**src/rtl/toggle_stim_gen_pkg.sv**
```systemverilog
// toggle_stim_gen_pkg: state encoding and default timing constants for the toggle stimulus generator.
package toggle_stim_gen_pkg;
    localparam logic [1:0] S_IDLE = 2'd0;
    localparam logic [1:0] S_RUN  = 2'd1;
    localparam logic [1:0] S_DONE = 2'd2;
    localparam int DEF_P0      = 317;
    localparam int DEF_P1      = 37;
    localparam int DEF_P2      = 57;
    localparam int DEF_RUN_LEN = 3000;
    localparam int DEF_CW      = 12;
endpackage

```
**src/rtl/toggle_stim_gen_chan.sv**
```systemverilog
// toggle_chan: one square-wave channel, reload down-counter plus toggle flop.
module toggle_chan #(
    parameter int P  = 37,
    parameter int CW = 12
) (
    input  logic clk,
    input  logic reset,
    input  logic init,
    input  logic en,
    output logic wave
);
    localparam logic [CW-1:0] RELOAD = CW'(P - 1);
    logic [CW-1:0] r_cnt;
    logic          r_wave;
    always_ff @(posedge clk or posedge reset) begin
        if (reset) begin
            r_cnt  <= RELOAD;
            r_wave <= 1'b0;
        end else if (init) begin
            r_cnt  <= RELOAD;
            r_wave <= 1'b0;
        end else if (en) begin
            r_cnt  <= (r_cnt == '0) ? RELOAD : r_cnt - 1'b1;
            r_wave <= (r_cnt == '0) ? ~r_wave : r_wave;
        end
    end
    assign wave = r_wave;
endmodule

```
**src/rtl/toggle_stim_gen.sv**
```systemverilog
// toggle_stim_gen: three programmable square waves over a bounded run window with done flag.
module toggle_stim_gen
    import toggle_stim_gen_pkg::*;
#(
    parameter int P0      = DEF_P0,
    parameter int P1      = DEF_P1,
    parameter int P2      = DEF_P2,
    parameter int RUN_LEN = DEF_RUN_LEN,
    parameter int CW      = DEF_CW
) (
    input  logic          clk,
    input  logic          reset,
    input  logic          start,
    input  logic          stop,
    input  logic          hold,
    output logic          i0,
    output logic          i1,
    output logic          i2,
    output logic          busy,
    output logic          done,
    output logic [CW-1:0] cycle_cnt
);
    logic [1:0]    r_state;
    logic [1:0]    w_next;
    logic [CW-1:0] r_cycle;
    logic          r_busy;
    logic          r_done;
    logic          w_en;
    logic          w_init;
    logic          w_term;
    always_comb begin
        w_en   = (r_state == S_RUN) && !stop && !hold;
        w_term = w_en && (r_cycle == CW'(RUN_LEN - 1));
        w_init = stop || (start && r_state != S_RUN);
        w_next = stop ? S_IDLE :
                 (start && r_state != S_RUN) ? S_RUN :
                 w_term ? S_DONE : r_state;
    end
    // busy/done are separate flops so they never glitch on the two-bit RUN->DONE change
    always_ff @(posedge clk or posedge reset) begin
        if (reset) begin
            r_state <= S_IDLE;
            r_cycle <= '0;
            r_busy  <= 1'b0;
            r_done  <= 1'b0;
        end else begin
            r_state <= w_next;
            r_cycle <= w_init ? '0 : w_en ? r_cycle + 1'b1 : r_cycle;
            r_busy  <= (w_next == S_RUN);
            r_done  <= (w_next == S_DONE);
        end
    end
    toggle_chan #(.P(P0), .CW(CW)) u_ch0 (.clk(clk), .reset(reset), .init(w_init), .en(w_en), .wave(i0));
    toggle_chan #(.P(P1), .CW(CW)) u_ch1 (.clk(clk), .reset(reset), .init(w_init), .en(w_en), .wave(i1));
    toggle_chan #(.P(P2), .CW(CW)) u_ch2 (.clk(clk), .reset(reset), .init(w_init), .en(w_en), .wave(i2));
    assign busy      = r_busy;
    assign done      = r_done;
    assign cycle_cnt = r_cycle;
endmodule

```
**config.mk**
```make
export PLATFORM = sky130hd
export DESIGN_NAME = toggle_stim_gen
export DESIGN_NICKNAME = d
export VERILOG_FILES = /design/src/rtl/toggle_stim_gen_pkg.sv /design/src/rtl/toggle_stim_gen_chan.sv /design/src/rtl/toggle_stim_gen.sv
export SDC_FILE = /design/constraint.sdc
export NUM_CORES = 1
export LEC_CHECK = 0
export BUFFER_PORTS_ARGS = -buffer_cell sky130_fd_sc_hd__buf_2
export CORE_ASPECT_RATIO = 1.75
export CORE_MARGIN = 3
export CORE_UTILIZATION = 45
export DETAILED_ROUTE_END_ITERATION = 8
export GPL_TIMING_DRIVEN = 0
export PLACE_DENSITY_LB_ADDON = 0.08
export SETUP_SLACK_MARGIN = 0.4
export SYNTH_ARGS = -nofsm -noshare
export SYNTH_HDL_FRONTEND = slang
export SYNTH_SLANG_ARGS = --single-unit
```
**constraint.sdc**
```tcl
create_clock -name clk -period 3.5 [get_ports clk]
set_clock_uncertainty 0.05 [all_clocks]
set_input_delay 0.35 -clock clk [delete_from_list [all_inputs] [get_ports clk]]
set_output_delay 0.35 -clock clk [all_outputs]
set_load 0.01 [all_outputs]
```
==> metrics.md <==
| Metric | Value |
|---|---|
| Status | finished clean |
| Seq/Total Area, Yosys | 47.2% |
| Internal power | about 0.0009 W |
| Most frequent cell after synthesis | dfrtp_1 |
| CTS Hold Bufs | 0 |
| Synth unique cells | 52 |
| Multi-input gate area | about 1500 sq um |
| DIE WIDTH | about 67 um |
| Largest net degree at the start of global routing | 35 |
| Diodes inserted | 0 |
| Flop pwr share | between 50% and 60% |
| Gpl congestion | between 0.7 and 0.8 |
| Post-synth EDFFs | 0 |
| Crit path max fanout | 5 |
| Sw frac | a little under a third |
| Final ANT Viol Nets | 0 |
| Top_reg_cell synth | dfrtp_1 |
| DP HPWL | ~4.9 mm |
| Syn Nets | between 300 and 400 |
| Drt drc | 0 |
| PostCTS Resize Cnt | 0 |
| Initial antenna violation count | 0 |
| Critical Path Source Type | register |
| CP Cell Sequence | inv_1 > ha_1 > or3b_2 > a211oi_1 > or4b_1 > a21oi_1 |
| Sequential cell area | ~1400 sq um |
| Initial Util | roughly 47% |
| I/O pin cnt | 22 |
| Syn avg cell area | between 9 and 10 sq um |
| Total congestion overflow | 0 |
| CTS tree | done |
| Final setup viols | 0 |
| Port bufs | 21 |
| Layout cells sized above 1 | between 10% and 20% |
| Row count | 38 |
| Fillcell total | approximately 630 |
| CP max stage cell | or3b_2 |
| Worst-skew pair later-pin latency | 310 ps |
| Slowest Stage Delay on Critical Path | between 500 and 600 ps |
| Worst Tran Pin Value | roughly 1100 ps |
| Switching power | 0.000415 W |
| Core area | 6280 sq um |
| Crit end category | register |
| Postcts setup bufs | 0 |
| Final period util | between 60% and 70% |
| Max rail drop VDD | about 0.00031 V |
| Leading area contributor after synthesis | dfrtp_1 |
| Die area | between 7000 and 8000 sq um |
| HP Class | primary input to asynchronous set/reset pin |
| Max Cap Viol | 0 |
| DR iter-0 viols | roughly 110 |
| Vias | approximately 2400 |
| Synth top area cells | dfrtp_1, dfstp_2, o21ai_0 |
| Hold WS | about 110 ps |
| First-pass iteration count of the detailed router | 4 |
| Crit path time final | roughly 2400 ps |
| Total track usage | about a fifth |
| F_max | just over 400 MHz |
| Area growth syn-to-layout | 10.7% |
| Async SR Flop Fraction | between 90% and 100% |
| Vias in the first global route | between 2000 and 2500 |
| Synthesized cell area | 2940 sq um |
| Cts bufs inserted | 5 |
| CTS root buf | clkbuf_8 |
| Vias per cell | 5.78 |
| DR WL/cell | ~16 um |
| Worst Path Arrival | 2610 ps |
| Setup TNS | 0 ps |
| Leakage | between 1 and 1.5 nW |
| Clock power share | a little over a quarter |
| First-pass GRT wire length | about 12 mm |
| Final net count | 350 |
| Synth Instances | ~310 |
| CTS sink count | between 50 and 60 |
| RSZ-0062 raised after global routing | no |
| Clock-pin slew on the worst setup and hold paths | approximately 100 ps |
| Max-slew headroom | between 20% and 30% |
| Yosys warnings | 0 |
| Number of synthesized register bits | 55 |
| Die Height | ~110 um |
| Comb pwr share | between 10% and 20% |
| WP buf/inv | 1 |
| Final hold vios | 0 |
| CTS H-tree lvls | 2 |
| Yosys top cell area share | 38.3% |
| Max Buffers Root-to-Sink | 2 |
| Routed wire length | around 6.7 mm |
| Top cells by count, synth | dfrtp_1, o21ai_0, nand2_1 |
| Critical path's top delay family | simple AND/OR/NAND/NOR gates |
| Pwr dens | 412 nW/um^2 |
| Final Max Tran Viols | 0 |
| Critical Path RT | roughly 3700 ps |
| CP Class | register to register |
final cells by class:
class	instances	area share, %
clock buffer	7	2.34
inverter	14	1.61
buffer	11	1.31
sequential	55	42.6
timing repair buffer	22	4.07
clock inverter	1	0.154
tap	80	3.07
multi-input combinational	229	44.8
kinds of logic (layout without fill, tap and decap cells):
kind of cell | count (synthesis) | count (layout) | share of synthesized area [%]
simple gates | 123 | 123 | 24.5
xor+xnor | 12 | 12 | 3.57
buf+inv | 25 | 55 | 3.23
fa+ha+maj | 7 | 7 | 2.98
compound gates | 87 | 87 | 18.5
flops | 55 | 55 | 47.2
worst register-to-register path: stages, from the launching register on:
cell and delay [ps]:
dfrtp_1 440, inv_1 100, ha_1 180, or3b_2 510, a211oi_1 430, or4b_1 480
a21oi_1 160
registers in the layout (all words and copies together) (netlist names):
register / flops
busy: 1
u_ch1.wave: 1
u_ch0.wave: 1
u_ch2.wave: 1
done: 1
r_state: 2
u_ch1.r_cnt: 12
cycle_cnt: 12
u_ch2.r_cnt: 12
u_ch0.r_cnt: 12
path summary, 6_finish.rpt:
check	from	endpoint	slack, ps	cells after the start
max in group asynchronous	reset	u_ch2.r_cnt[5]	2660	3
hold / removal	reset	u_ch0.wave	110	2
setup reg to reg	u_ch1.r_cnt[0]	u_ch1.r_cnt[6]	1080	6
min in group clk	start	r_state[0]	290	3
hold reg to reg	u_ch2.r_cnt[11]	u_ch2.r_cnt[11]	440	1
setup / recovery	u_ch1.r_cnt[0]	u_ch1.r_cnt[6]	1080	6
layout by cell type, fill, tap and decap left out, drive strengths merged, types with 3 or more instances in the layout:
cell type  count
nand3         11
or4            8
nor4          10
or3           13
xnor2          9
o41ai          3
dfstp         10
nand2b         4
xor2           3
o22ai          4
buf           22
a21o           5
a21oi         19
nor2          17
dfrtp         45
nand2         20
o31ai          5
inv           14
or3b           3
clkbuf        18
nor3          10
a31oi          8
ha             7
o211ai         3
o21ai         25
or2            3
nand4          3
nor4b          6
per-layer routing:
layer	track usage (%)	routed length, um	vias up
li1	-	-	1211
met1	23.6	2850	1181
met2	35.5	3600	24
met3	3.67	139	7
met4	6.50	110	0
met5	0	0	-
power groups by stage:
| stage | Clock, W | Sequential [W] | Combinational, W |
|---|---|---|---|
| finish | 0.000354 | 0.000725 | 0.000263 |
| global route | 0.000385 | 0.000733 | 0.000298 |
| CTS | 0.000368 | 0.000725 | 0.000267 |
| detailed placement | 0 | 0.000737 | 0.000266 |
| global placement | 0 | 0.000735 | 0.000258 |
| floorplan | 0 | 0.000726 | 0.000198 |
metrics by stage:
step	area [sq um]	setup WS [ps]	util, %	power [W]	instances
after floorplan	2940	1380	-	0.000924	309
after global placement	3150	996	50.2	0.000993	410
after detailed placement	3180	991	50.6	0.00100	411
after global routing	3260	967	51.9	0.00142	419
final	3260	1080	51.9	0.00134	419
after CTS	3260	1060	51.9	0.00136	419
Power figures use the tool's default switching activity.
